[src/rtl/ca_code.sv]
// GPS L1 C/A Gold-code generator: G1/G2 10-stage LFSRs with a two-tap G2 phase selector, one chip per clock.
// Optional chip index counter and epoch flag are enabled by defining CA_CODE_EPOCH_EN.
module ca_code (
    input  logic       clk,
    input  logic       rst,
    input  logic [9:0] g1_init,
    input  logic [9:0] g2_init,
    input  logic [3:0] T0,
    input  logic [3:0] T1,
`ifdef CA_CODE_EPOCH_EN
    output logic [9:0] chip_idx,
    output logic       epoch,
`endif
    output logic       chip
);

    localparam logic [9:0] ALL_ONES = 10'h3FF;
    localparam logic [9:0] LAST_IDX = 10'd1022;

    logic [9:0] g1_q, g1_d;
    logic [9:0] g2_q, g2_d;
    logic       g1_fb, g2_fb;

    // Selects G2 stage t (1..10); any other tap value contributes nothing.
    function automatic logic tap_bit(input logic [9:0] g, input logic [3:0] t);
        logic b;
        b = 1'b0;
        case (t)
            4'd1:    b = g[0];
            4'd2:    b = g[1];
            4'd3:    b = g[2];
            4'd4:    b = g[3];
            4'd5:    b = g[4];
            4'd6:    b = g[5];
            4'd7:    b = g[6];
            4'd8:    b = g[7];
            4'd9:    b = g[8];
            4'd10:   b = g[9];
            default: b = 1'b0;
        endcase
        return b;
    endfunction

    always_comb begin
        g1_fb = g1_q[2] ^ g1_q[9];
        g2_fb = g2_q[1] ^ g2_q[2] ^ g2_q[5] ^ g2_q[7] ^ g2_q[8] ^ g2_q[9];
        g1_d  = {g1_q[8:0], g1_fb};
        g2_d  = {g2_q[8:0], g2_fb};
        if (rst) begin
            // An all-zero load would freeze the LFSR, so it is replaced by all ones.
            g1_d = (g1_init == 10'd0) ? ALL_ONES : g1_init;
            g2_d = (g2_init == 10'd0) ? ALL_ONES : g2_init;
        end
    end

    // NOTE: sequential state is updated with non-blocking assignments so every register sees pre-edge values.
    always_ff @(posedge clk) begin
        g1_q <= g1_d;
        g2_q <= g2_d;
    end

    assign chip = g1_q[9] ^ tap_bit(g2_q, T0) ^ tap_bit(g2_q, T1);

`ifdef CA_CODE_EPOCH_EN
    logic [9:0] idx_q, idx_d;

    always_comb begin
        if (rst || idx_q == LAST_IDX) begin
            idx_d = 10'd0;
        end else begin
            idx_d = idx_q + 10'd1;
        end
    end

    always_ff @(posedge clk) begin
        idx_q <= idx_d;
    end

    assign chip_idx = idx_q;
    assign epoch    = (idx_q == 10'd0);
`endif

endmodule

[config.mk]
export PLATFORM = sky130hd
export DESIGN_NAME = ca_code
export DESIGN_NICKNAME = d
export VERILOG_FILES = /design/src/rtl/ca_code.sv
export SDC_FILE = /design/constraint.sdc
export NUM_CORES = 1
export LEC_CHECK = 0
export BUFFER_PORTS_ARGS = -buffer_cell sky130_fd_sc_hd__clkbuf_2
export CAP_MARGIN = 20
export CORE_MARGIN = 2
export CORE_UTILIZATION = 50
export DETAILED_ROUTE_END_ITERATION = 8
export GPL_TIMING_DRIVEN = 1
export PLACE_DENSITY = 0.85
export SKIP_CTS_REPAIR_TIMING = 1
export SLEW_MARGIN = 5
export SYNTH_ARGS = -nofsm -noshare
export SYNTH_HDL_FRONTEND = slang
export SYNTH_SLANG_ARGS = --single-unit
[constraint.sdc]
create_clock -name clk -period 3.7 [get_ports clk]
set_input_delay 0.555 -clock clk [delete_from_list [all_inputs] [get_ports clk]]
set_output_delay 0.555 -clock clk [all_outputs]
set_load 0.05 [all_outputs]
# Yosys cells after proc, flatten, opt, wreduce, memory -nomap -nowiden

Index checks and enable logic that the tools add are counted.

Eq/ne operators: 20
Multiplexer cells: 6
Bitwise logic cells: 8
Reduce and logical (&&, ||, !) cells: 2

Operators with widths:

| cell                                                | number |
|---|---|
| 2-to-1 mux 10 bit                                   | 4 |
| equality test 4 x 3 -> 1 bit, second input constant | 8 |
| equality test 4 bit, second input constant          | 6 |
| logical NOT 10 bit                                  | 2 |
| one-hot mux 1 bit (10 select lines)                 | 2 |
| equality test 4 x 2 -> 1 bit, second input constant | 4 |
| equality test 4 x 1 -> 1 bit, second input constant | 2 |
| XOR 1 bit                                           | 8 |

Flip-flop bits (word level): 20
Input port bits: 30
Output and inout port bits: 1
Word-level logic and storage cells: 38

# Logic depth before layout (Yosys ltp)

Gate-level depths: netlist of run 1.

Depth after elaboration: 6
Mapped depth: 4
Gate-level depth less buffers: 4

# Least setup slack after synthesis of run 1

OpenSTA, ideal clock, no wires.

Path type: input to output
Start point: input T0[1]
End point: output chip
Arrival: 1.885 ns
Required time: 3.145 ns
Path slack: 1.260 ns
Stages on the path: 4
Buffers on the path: 0
Cells stage by stage: or4bb_1 a31oi_1 a221oi_1 xnor3_1

Cells in the longest elaborated chain, start to end: 4
Elaborated cells on any way between the ends: 13
Those cells by class: 10 x eq/ne; 1 x mux; 2 x bitwise

RTL lines:

| element                                     | RTL line | RTL |
|---|---|---|
| from (decl)                                 | 8        | `input logic [3:0] T0,` |
| equality test 4 bit (tied with other cells) | 28       | `case (t)` |
| one-hot mux 1 bit (10 select lines) (*)     | 28       |  |
| XOR 1 bit (*) (2 in a row)                  | 62       | `assign chip = g1_q[9] ^ tap_bit(g2_q, T0) ^ tap_bit(g2_q, T1);` |
| to (decl)                                   | 14       | `output logic chip` |

Every way passes the cells marked *; elsewhere a longest branch is shown, timed or not.

# Final worst setup path of run 1

Ends and elaborated chain as after synthesis.

==> results.md, run 1 <==
- Outcome: finished clean
- Post-Syn Area: ~960 um^2
- Placement Rows: 15
- Switching power: approximately 0.14 mW
- Grt ovf: 0
- Tightest Hold Check Type: reg2reg
- Syn Area/Cell: 12.1 um^2
- Number of top-level design ports: 31
- Max Root-Sink Buffers: 2
- Placed cell areas: 1130 um^2
- Placer's final routability congestion estimate: 0.762
- Total inserted antenna cells: 0
- Utilization after layout: 66.2%
- Fin cells: around 140
- Yosys top cell by area: sky130_fd_sc_hd__dfxtp_1
- PD cells: about 440 nW/um^2
- Clock power share: 24.6%
- Root buffer cell: sky130_fd_sc_hd__clkbuf_4
- Routed len/inst: ~15 um
- Number of antenna violations at the first check in global routing: 0
- Vias per std cell: 5.84
- Share of cells above drive strength 1: 38.7%
- TritonCTS clock tree: yes
- Syn. warnings: 0
- Area share of the largest cell type after synthesis: approximately two fifths
- WP data required: 3.14 ns
- Starting density of the core: 54.3%
- Total half-perimeter wirelength after legalization and detailed placement: roughly 1600 um
- Final critical-path setup slack: ~1.1 ns
- X dimension of the die: 47.8 um
- Power share of the sequential group: 50.8%
- Layout overhead on the synthesized area: 21.9%
- Delay of the slowest cell on the worst path: 0.50 ns
- CP Cell Sequence: clkbuf_2 > or4bb_1 > a31oi_1 > a221oi_1 > xnor3_1 > clkbuf_2
- Vias in the first global route: 673
- Setup TNS: 0 ns
- Time the final worst path needs with I/O delays and setup: 2.60 ns
- Number of sinks on the clock net: 20
- Synth Register Bits: 20
- Combinational share of power: between 20% and 30%
- Final Hold Viols: 0
- Final max-slew violation count: 0
- Number of vias in the routed layout: about 800
- Residual antenna-violating net count after detailed routing: 0
- Worst rel slew slack: 61.4%
- Full die area: 2280 um^2
- Maximum capacitance violations: 0
- Top cell family by delay on the critical path: simple AND/OR/NAND/NOR gates
- Worst Path Max Fanout: 7
- Mapped Cells: between 70 and 80
- Number of library cell types mapped by synthesis: 26
- Setup clock skew after layout: 0.00131 ns
- Worst reg-to-reg setup slack: ~2.5 ns
- Number of placed cells counting well taps: approximately 130
- Nets@finish: 142
- Standby leakage power: around 0.5 nW
- Clock buffers created by TritonCTS: 3
- Number of buffers and inverters on the critical path: 2
- Highest Clock Rate: 0.385 GHz
- Element type at the critical path start: primary input
- Final cell area excluding filler cells: 1170 um^2
- Type of element capturing the critical path: output pin
- Most repeated library cell on the critical path: sky130_fd_sc_hd__clkbuf_2
- Pre-Repair DR Iteration Count: 4
- Number of nets in the synthesized netlist: 109
- Sw Share: 28.2%
- Top cells by area, synth: sky130_fd_sc_hd__dfxtp_1 (42%), sky130_fd_sc_hd__o22a_1 (16%), sky130_fd_sc_hd__o41ai_4 (5.7%)
- Slowest-stage cell, CP: sky130_fd_sc_hd__or4bb_1
- Finish-stage setup viols: 0
- Clock-pin slew reported for the worst setup and hold paths after clock tree synthesis: between 0.1 and 0.15 ns
- Clock insertion delay at the later pin of the skew report: 0.30 ns
- Aggregate global-route resource usage: between 10% and 20%
- Worst IR drop on VDD: about 290 uV
- Worst Path Class, Setup: in2out
- First-pass GRT wire length: around 3000 um
- RSZ-0062 raised after global routing: false
- Drc violations: 0
- Worst Setup Slack post-DPL: 1.10 ns
- # port buffers: 30
- CP arrival: around 2.0 ns
- Pin count of the biggest net entering global routing: 23
- Wirelength, routed: roughly 2000 um
- Worst Max-Slew Pin Slew: ~0.58 ns
- Number of levels in the clock H-tree: 1
- Die H: 47.8 um
- Number of DRC violations after detailed-routing iteration 0: 8
- Core footprint: between 1500 and 2000 um^2
- Sequential cell area fraction in the yosys report: 41.8%
- Final worst-path cycle share: 70.2%
- P_int: 0.368 mW
-- worst register-to-register path, cell delays in order (launching register included) --
cell and delay (ns):
sky130_fd_sc_hd__dfxtp_1 0.44, sky130_fd_sc_hd__xor2_1 0.19, sky130_fd_sc_hd__xnor2_1 0.15, sky130_fd_sc_hd__xnor2_1 0.10
sky130_fd_sc_hd__o22a_2 0.19
-- cell type report --
| type | count | area, um^2 |
|---|---|---|
| timing repair buffer | 30 | 150 |
| sequential | 20 | 400 |
| multi-input combinational | 55 | 543 |
| fill | 165 | 596 |
| clock buffer | 4 | 36.3 |
| tap | 25 | 31.3 |
| inverter | 2 | 7.51 |
-- cells in the final DEF (no fill, tap or decap), types with 2 or more instances in the layout --
cell,count
sky130_fd_sc_hd__mux2i_1,5
sky130_fd_sc_hd__inv_1,2
sky130_fd_sc_hd__o22a_2,2
sky130_fd_sc_hd__or4_1,2
sky130_fd_sc_hd__or4_4,2
sky130_fd_sc_hd__nand2_1,2
sky130_fd_sc_hd__o41ai_4,2
sky130_fd_sc_hd__xnor2_1,4
sky130_fd_sc_hd__a221oi_1,2
sky130_fd_sc_hd__or4bb_1,2
sky130_fd_sc_hd__xor2_1,2
sky130_fd_sc_hd__o22a_1,18
sky130_fd_sc_hd__clkbuf_4,3
sky130_fd_sc_hd__clkbuf_2,30
sky130_fd_sc_hd__dfxtp_1,20
-- Yosys cell counts --
cell type	number
sky130_fd_sc_hd__mux2i_1	5
sky130_fd_sc_hd__nand2_1	2
sky130_fd_sc_hd__or4_1	2
sky130_fd_sc_hd__o22a_1	18
sky130_fd_sc_hd__mux4_2	1
sky130_fd_sc_hd__o31ai_1	1
sky130_fd_sc_hd__inv_1	2
sky130_fd_sc_hd__or4_4	2
sky130_fd_sc_hd__nand3b_1	1
sky130_fd_sc_hd__clkbuf_1	2
sky130_fd_sc_hd__xnor2_1	4
sky130_fd_sc_hd__xnor3_1	1
sky130_fd_sc_hd__dfxtp_1	20
sky130_fd_sc_hd__o22a_2	2
sky130_fd_sc_hd__a31oi_1	1
sky130_fd_sc_hd__nand4b_1	1
sky130_fd_sc_hd__nand2b_1	1
sky130_fd_sc_hd__mux2_2	1
sky130_fd_sc_hd__a221oi_1	2
sky130_fd_sc_hd__nor2b_1	1
sky130_fd_sc_hd__xor2_1	2
sky130_fd_sc_hd__or4bb_1	2
sky130_fd_sc_hd__nor2_1	1
sky130_fd_sc_hd__o41ai_4	2
sky130_fd_sc_hd__o32ai_1	1
sky130_fd_sc_hd__o221a_2	1
-- per-stage QoR --
| step | hold WS (ns) | total power [mW] |
|---|---|---|
| floorplan | 0.425 | 0.349 |
| global placement | 0.429 | 0.386 |
| detailed placement | 0.434 | 0.391 |
| CTS | 0.456 | 0.515 |
| global route | 0.455 | 0.538 |
| finish | 0.458 | 0.512 |
-- per-layer routing --
metal | wire length (um) | global-route usage, % | part of all wire [%]
met3 | 76 | 3.40 | 3.8
met4 | 33 | 9.73 | 1.7
met1 | 898 | 27.0 | 45
met2 | 980 | 28.8 | 49
met5 | 0 | 0 | 0
-- kinds of logic (layout without fill, tap and decap cells) --
kind of cell           Yosys count  after routing  share of synthesized area, %
AO/OA/AOI/OAI                   28             28                          29.6
flip-flops                      20             20                          41.8
buffers and inverters            4             36                          1.57
XOR/XNOR                         7              7                          7.83
AND/OR/NAND/NOR                 13             13                          10.4
multiplexers                     7              7                          8.75
-- final timing paths --
check,to,cells after the start,from
worst max-delay path,chip,6,T0[1]
worst min-delay path,g1_q[6],1,g1_q[5]
worst max register to register,g2_q[0],4,g2_q[1]
worst min register to register,g1_q[6],1,g1_q[5]
-- state kept, by name, indices dropped and copies added (netlist names) --
name	cells
g1_q	10
g2_q	10
-- power groups by stage --
stage               combinational (mW)  sequential (mW)  clock [mW]
floorplan                       0.0911            0.258           0
global placement                 0.122            0.264           0
detailed placement               0.126            0.265           0
CTS                              0.127            0.260       0.128
global route                     0.137            0.263       0.138
finish                           0.126            0.260       0.126
(Power assumes the default switching activity.)
==> inputs of run 2 (changes only) <==
--- a/config.mk
+++ b/config.mk
@@ -8,10 +8,10 @@
 export BUFFER_PORTS_ARGS = -buffer_cell sky130_fd_sc_hd__clkbuf_2
 export CAP_MARGIN = 20
 export CORE_MARGIN = 2
-export CORE_UTILIZATION = 50
+export CORE_UTILIZATION = 44
 export DETAILED_ROUTE_END_ITERATION = 8
 export GPL_TIMING_DRIVEN = 1
-export PLACE_DENSITY = 0.85
+export PLACE_DENSITY = 0.8
 export SKIP_CTS_REPAIR_TIMING = 1
 export SLEW_MARGIN = 5
 export SYNTH_ARGS = -nofsm -noshare
==> constraint.sdc (replaced) <==
create_clock -name clk -period 2.28 [get_ports clk]
set_input_delay 0.342 -clock clk [delete_from_list [all_inputs] [get_ports clk]]
set_output_delay 0.342 -clock clk [all_outputs]
set_load 0.05 [all_outputs]
==> results.md, run 2 (synthesis results as in run 1) <==
- Die H: 50.7 um (was 47.8 um)
- Element type at the critical path start: flip-flop (was primary input)
- Core footprint: 2000 um^2 (was 1760 um^2)
- Combinational share of power: 26.2% (was 24.6%)
- Power share of the sequential group: 50.1% (was 50.8%)
- Type of element capturing the critical path: output pin (unchanged)
- Switching power: 0.232 mW (was 0.144 mW)
- Number of levels in the clock H-tree: 1 (unchanged)
- Worst IR drop on VDD: 331 uV (was 286 uV)
- PD cells: 704 nW/um^2 (was 438 nW/um^2)
- Highest-count cells in the layout ignoring fill and taps: sky130_fd_sc_hd__clkbuf_2 (29), sky130_fd_sc_hd__o22a_1 (18), sky130_fd_sc_hd__dfxtp_1 (18) (was sky130_fd_sc_hd__clkbuf_2 (30), sky130_fd_sc_hd__dfxtp_1 (20), sky130_fd_sc_hd__o22a_1 (18))
- Highest Clock Rate: 0.443 GHz
- Setup TNS: 0 ns (unchanged)
- Worst reg-to-reg setup slack: 1.12 ns (was 2.53 ns)
- Number of placed cells counting well taps: 134 (was 132)
- Nets@finish: 142 (unchanged)
- X dimension of the die: 50.7 um (was 47.8 um)
- Setup clock skew after layout: 0.00219 ns (was 0.00131 ns)
- Met1 Wirelength: 839 um (was 898 um)
- Root buffer cell: sky130_fd_sc_hd__clkbuf_4 (unchanged)
- Terminating pin of the worst hold path: g2_q[6] (was g1_q[6])
- Clock-pin slew reported for the worst setup and hold paths after clock tree synthesis: 0.10 ns (was 0.11 ns)
- Residual antenna-violating net count after detailed routing: 0 (unchanged)
- Layout overhead on the synthesized area: 24.4% (was 21.9%)
- WP data required: 1.94 ns (was 3.14 ns)
- Finish-stage setup viols: 0 (unchanged)
- Wirelength, routed: 1970 um (was 1990 um)
- Outcome: finished clean (unchanged)
- Drc violations: 0 (unchanged)
- Max Root-Sink Buffers: 2 (unchanged)
- Number of top-level design ports: 31 (unchanged)
- End of the worst register-to-register path: g2_q[0] (unchanged)
- Standby leakage power: 0.516 nW (was 0.512 nW)
- Grt ovf: 0 (unchanged)
- Number of sinks on the clock net: 20 (unchanged)
- Worst Path Class, Setup: reg2out (was in2out)
- Fin cells: 138 (was 136)
- Placement Rows: 16 (was 15)
- Aggregate global-route resource usage: 17.2% (was 19.4%)
- Number of DRC violations after detailed-routing iteration 0: 14 (was 8)
- Clock power share: 23.7% (was 24.6%)
- Starting density of the core: 47.9% (was 54.3%)
- Launch instance of the worst register-to-register path: g2_q[1] (unchanged)
- Worst rel slew slack: 61.5% (was 61.4%)
- Most common library cell in the layout ignoring fill and taps: sky130_fd_sc_hd__clkbuf_2 (unchanged)
- Final worst-path cycle share: 99.0%
- Clock buffers created by TritonCTS: 3 (unchanged)
- # port buffers: 30 (unchanged)
- Tightest Hold Check Type: in2reg (was reg2reg)
- Worst Path Max Fanout: 4 (was 7)
- CP arrival: 1.92 ns (was 2.04 ns)
- Number of vias in the routed layout: 793 (was 794)
- Total half-perimeter wirelength after legalization and detailed placement: 1560 um (was 1550 um)
- First-pass GRT wire length: 3280 um (was 3010 um)
- Worst Max-Slew Pin Slew: 0.576 ns (was 0.577 ns)
- Worst-case reg-to-reg path depth: 4 (unchanged)
- Routed len/inst: 14.3 um (was 14.6 um)
- Amount of wire on met2 after detailed routing: 1050 um (was 980 um)
- Number of antenna violations at the first check in global routing: 0 (unchanged)
- Beginning of the worst hold path: g2_init[6] (was g1_q[5])
- TritonCTS clock tree: yes (unchanged)
- Pin count of the biggest net entering global routing: 23 (unchanged)
- Share of cells above drive strength 1: 42.3% (was 38.7%)
- Vias in the first global route: 782 (was 673)
- Full die area: 2570 um^2 (was 2280 um^2)
- Final Hold Viols: 0 (unchanged)
- Hold Path Cell Cnt: 2 (was 1)
- Maximum capacitance violations: 0 (unchanged)
- Biggest regs: g1_q x10, g2_q x10 (unchanged)
- P_int: 0.608 mW (was 0.368 mW)
- Total inserted antenna cells: 0 (unchanged)
- Met3 layer wire length in the routed design: 48 um (was 76 um)
- Placer's final routability congestion estimate: 0.815 (was 0.762)
- Time the final worst path needs with I/O delays and setup: between 2 and 2.5 ns
- Final critical-path setup slack: 0.0227 ns (was 1.10 ns)
- Pre-Repair DR Iteration Count: 4 (unchanged)
- Vias per std cell: 5.75 (was 5.84)
- Final max-slew violation count: 0 (unchanged)
- Worst Setup Slack post-DPL: 0.0972 ns (was 1.10 ns)
- Sw Share: 27.6% (was 28.2%)
- Uppermost layer routed: met4 (unchanged)
- Clock insertion delay at the later pin of the skew report: 0.29 ns (was 0.30 ns)
[run 2: cell types whose count changed in the layout (fill, tap and decap cells not counted), sizes merged]
cell    change
clkbuf      -1
buf         +1
[run 2: area by class of cell]
cell class | instances | area [um^2]
repair buffers | 30 | 156
multi-input cells | 55 | 556
fillers | 167 | 810
well taps | 27 | 33.8
clock buffers | 4 | 36.3
inverters | 2 | 7.51
flip-flops and latches | 20 | 403
[run 2: worst max-delay path: stages (launching register included)]
cell	delay [ns]
sky130_fd_sc_hd__dfxtp_2	0.37
sky130_fd_sc_hd__or4bb_1	0.43
sky130_fd_sc_hd__a31oi_2	0.22
sky130_fd_sc_hd__a221oi_2	0.06
sky130_fd_sc_hd__xnor3_1	0.37
sky130_fd_sc_hd__buf_6	0.17
[run 2: worst max path at each step]
stage | start | end | slack [ns] | depth (start not counted)
2_1_floorplan | T0[1] | chip | 0.27 | 4
5_1_grt | g2_q[3] | chip | -0.04 | 5
3_3_place_gp | T0[1] | chip | 0.14 | 6
4_1_cts | g2_q[7] | chip | -0.04 | 5
6_report | g2_q[7] | chip | 0.02 | 5
3_5_place_dp | T0[1] | chip | 0.1 | 6
[run 2: power by group through the flow]
stage               Clock [mW]  Combinational (mW)  Sequential, mW
floorplan                    0               0.148           0.418
global placement             0               0.200           0.428
detailed placement           0               0.207           0.429
CTS                      0.204               0.208           0.420
global route             0.220               0.239           0.426
finish                   0.199               0.220           0.421
[run 2: per-stage QoR]
stage | area (um^2) | util, % | hold WS [ns] | total power [mW]
after floorplan | 958 | - | 0.425 | 0.566
after global placement | 1130 | 56.7 | 0.431 | 0.628
after detailed placement | 1130 | 56.7 | 0.437 | 0.636
after CTS | 1170 | 58.5 | 0.257 | 0.833
after global routing | 1190 | 59.6 | 0.262 | 0.886
final | 1190 | 59.6 | 0.261 | 0.840
[run 2: per-layer routing]
metal	track usage, %	up-vias
li1	-	387
met2	29.6	13
met5	0	-
met4	9.01	0
met3	2.98	4
met1	20.3	389
==> inputs of run 3 (changes only) <==
--- a/config.mk
+++ b/config.mk
@@ -13,7 +13,6 @@
 export GPL_TIMING_DRIVEN = 1
 export PLACE_DENSITY = 0.8
 export SKIP_CTS_REPAIR_TIMING = 1
-export SLEW_MARGIN = 5
 export SYNTH_ARGS = -nofsm -noshare
 export SYNTH_HDL_FRONTEND = slang
 export SYNTH_SLANG_ARGS = --single-unit
==> constraint.sdc (replaced) <==
create_clock -name clk -period 2.28 [get_ports clk]
set_input_delay 0 -clock clk [delete_from_list [all_inputs] [get_ports clk]]
set_output_delay 0 -clock clk [all_outputs]
set_load 0.05 [all_outputs]
==> results.md, run 3 (synthesis results as in run 1) <==
- Setup clock skew after layout: 0.0108 ns (was 0.00219 ns)
- Standby leakage power: 0.596 nW (was 0.516 nW)
- Launch instance of the worst register-to-register path: g2_q[5] (was g2_q[1])
- Worst rel slew slack: 58.8% (was 61.5%)
- Outcome: finished clean (unchanged)
- X dimension of the die: 50.7 um (unchanged)
- Type of element capturing the critical path: output pin (unchanged)
- Worst Path Class, Setup: reg2out (unchanged)
- Vias per std cell: 5.56 (was 5.75)
- CP arrival: 1.93 ns (was 1.92 ns)
- Nets@finish: 162 (was 142)
- RSZ-0062 raised after global routing: false
- Worst setup path start: g2_q[7] (unchanged)
- Number of levels in the clock H-tree: 1 (unchanged)
- Clock buffers created by TritonCTS: 3 (unchanged)
- Share of cells above drive strength 1: 32.8% (was 42.3%)
- Highest-count cells in the layout ignoring fill and taps: sky130_fd_sc_hd__clkbuf_2 (30), sky130_fd_sc_hd__dfxtp_1 (20), sky130_fd_sc_hd__dlygate4sd3_1 (20) (was sky130_fd_sc_hd__clkbuf_2 (29), sky130_fd_sc_hd__o22a_1 (18), sky130_fd_sc_hd__dfxtp_1 (18))
- Timing endpoint of the critical path: chip (unchanged)
- Full die area: 2570 um^2 (unchanged)
- Clock-pin slew reported for the worst setup and hold paths after clock tree synthesis: 0.12 ns (was 0.10 ns)
- Worst Path Max Fanout: 4 (unchanged)
- First-pass GRT wire length: 3300 um (was 3280 um)
- Final worst-path cycle share: 84.8% (was 99.0%)
- Grt ovf: 0 (unchanged)
- Root buffer cell: sky130_fd_sc_hd__clkbuf_4 (unchanged)
- Routed len/inst: 15.5 um (was 14.3 um)
- Number of vias in the routed layout: 879 (was 793)
- Number of placed cells counting well taps: 134 (unchanged)
- Placer's final routability congestion estimate: 0.800 (was 0.815)
- Pre-Repair DR Iteration Count: 4 (unchanged)
- Time the final worst path needs with I/O delays and setup: 1.93 ns (was 2.26 ns)
- Max Root-Sink Buffers: 2 (unchanged)
- Die H: 50.7 um (unchanged)
- Layout overhead on the synthesized area: 43.1% (was 24.4%)
- Biggest regs: g1_q x10, g2_q x10 (unchanged)
- Final max-slew violation count: 0 (unchanged)
- Tightest Hold Check Type: in2reg (unchanged)
- Final Hold Viols: 0 (unchanged)
- Vias in the first global route: 751 (was 782)
- Fin cells: 158 (was 138)
- Placement Rows: 16 (unchanged)
- Pin count of the biggest net entering global routing: 23 (unchanged)
- Finish-stage setup viols: 0 (unchanged)
- # port buffers: 30 (unchanged)
- Residual antenna-violating net count after detailed routing: 0 (unchanged)
- Aggregate global-route resource usage: 17.6% (was 17.2%)
- Total power of the final layout: 0.867 mW (was 0.840 mW)
- WP data required: 2.28 ns (was 1.94 ns)
- Wirelength, routed: 2450 um (was 1970 um)
- Worst IR drop on VDD: 394 uV (was 331 uV)
- Worst Max-Slew Pin Slew: 0.617 ns (was 0.576 ns)
- Worst reg-to-reg setup slack: 1.11 ns (was 1.12 ns)
- Starting density of the core: 47.9% (unchanged)
- PD cells: 632 nW/um^2 (was 704 nW/um^2)
- TritonCTS clock tree: yes (unchanged)
- Number of DRC violations after detailed-routing iteration 0: 15 (was 14)
- Total half-perimeter wirelength after legalization and detailed placement: 1630 um (was 1560 um)
- Worst slack on hold paths: 0.295 ns (was 0.261 ns)
- Highest Clock Rate: 0.517 GHz (was 0.443 GHz)
- Element type at the critical path start: flip-flop (unchanged)
- Clock insertion delay at the later pin of the skew report: 0.31 ns (was 0.29 ns)
- Number of antenna violations at the first check in global routing: 0 (unchanged)
- Total inserted antenna cells: 0 (unchanged)
- Number of top-level design ports: 31 (unchanged)
- Drc violations: 0 (unchanged)
- End of the worst register-to-register path: g2_q[0] (unchanged)
- Worst-case reg-to-reg path depth: 4 (unchanged)
- Most common library cell in the layout ignoring fill and taps: sky130_fd_sc_hd__clkbuf_2 (unchanged)
- Maximum capacitance violations: 0 (unchanged)
- Number of sinks on the clock net: 20 (unchanged)
- Setup TNS: 0 ns (unchanged)
- Core footprint: 2000 um^2 (unchanged)
## run 3: changes by cell type in the layout (fill, tap and decap cells not counted)
cell,change
sky130_fd_sc_hd__a31oi_2,-1
sky130_fd_sc_hd__clkbuf_2,+1
sky130_fd_sc_hd__a221oi_1,+1
sky130_fd_sc_hd__dfxtp_1,+2
sky130_fd_sc_hd__dlygate4sd3_1,+20
sky130_fd_sc_hd__buf_6,-1
sky130_fd_sc_hd__a221oi_2,-1
sky130_fd_sc_hd__dfxtp_2,-2
sky130_fd_sc_hd__a31oi_1,+1
## run 3: power breakdown
| group | total [mW] | internal (mW) | leakage (nW) | switching [mW] |
|---|---|---|---|---|
| clock network | 0.206 | 0.0975 | 0.0210 | 0.108 |
| logic | 0.237 | 0.132 | 0.406 | 0.105 |
| registers | 0.424 | 0.390 | 0.169 | 0.0338 |
## run 3: routing by layer
| metal | wire length (um) | track usage (%) | vias to the layer above | part of all wire (%) |
|---|---|---|---|---|
| met3 | 105 | 3.87 | 6 | 4.3 |
| met2 | 1260 | 28.7 | 22 | 52 |
| li1 | - | - | 430 | - |
| met1 | 1020 | 20.7 | 421 | 41 |
| met5 | 0 | 0 | - | 0 |
| met4 | 62 | 11.7 | 0 | 2.5 |
## run 3: area by class of cell
class / count / area, um^2
Multi-Input combinational cell: 55 / 543
Inverter: 2 / 7.51
Clock buffer: 4 / 36.3
Timing Repair Buffer: 50 / 350
Sequential cell: 20 / 400
Fill cell: 151 / 631
Tap cell: 27 / 33.8
## run 3: worst min path at each step
stage | start | endpoint | slack, ns | cells after the start
6_report | rst | g1_q[0] | 0.30 | 2
3_3_place_gp | g2_init[6] | g2_q[6] | 0.22 | 2
4_1_cts | g2_init[4] | g2_q[4] | -0.09 | 2
2_1_floorplan | g1_init[1] | g1_q[1] | 0.12 | 1
3_5_place_dp | g2_init[4] | g2_q[4] | 0.22 | 2
5_1_grt | rst | g1_q[0] | 0.32 | 2
## run 3: metrics by stage
step | cell area [um^2] | worst slack [ns] | util (%)
finish | 1370 | 0.347 | 68.5
global route | 1370 | 0.261 | 68.5
CTS | 1170 | 0.336 | 58.5
detailed placement | 1130 | 0.673 | 56.7
global placement | 1130 | 0.694 | 56.7
floorplan | 958 | 0.698 | -
## run 3: worst max-delay path, cell delays in order (launching register included)
cell                       delay (ns)
sky130_fd_sc_hd__dfxtp_1         0.41
sky130_fd_sc_hd__or4bb_1         0.40
sky130_fd_sc_hd__a31oi_1         0.17
sky130_fd_sc_hd__a221oi_1        0.08
sky130_fd_sc_hd__xnor3_1         0.33
sky130_fd_sc_hd__clkbuf_2        0.24
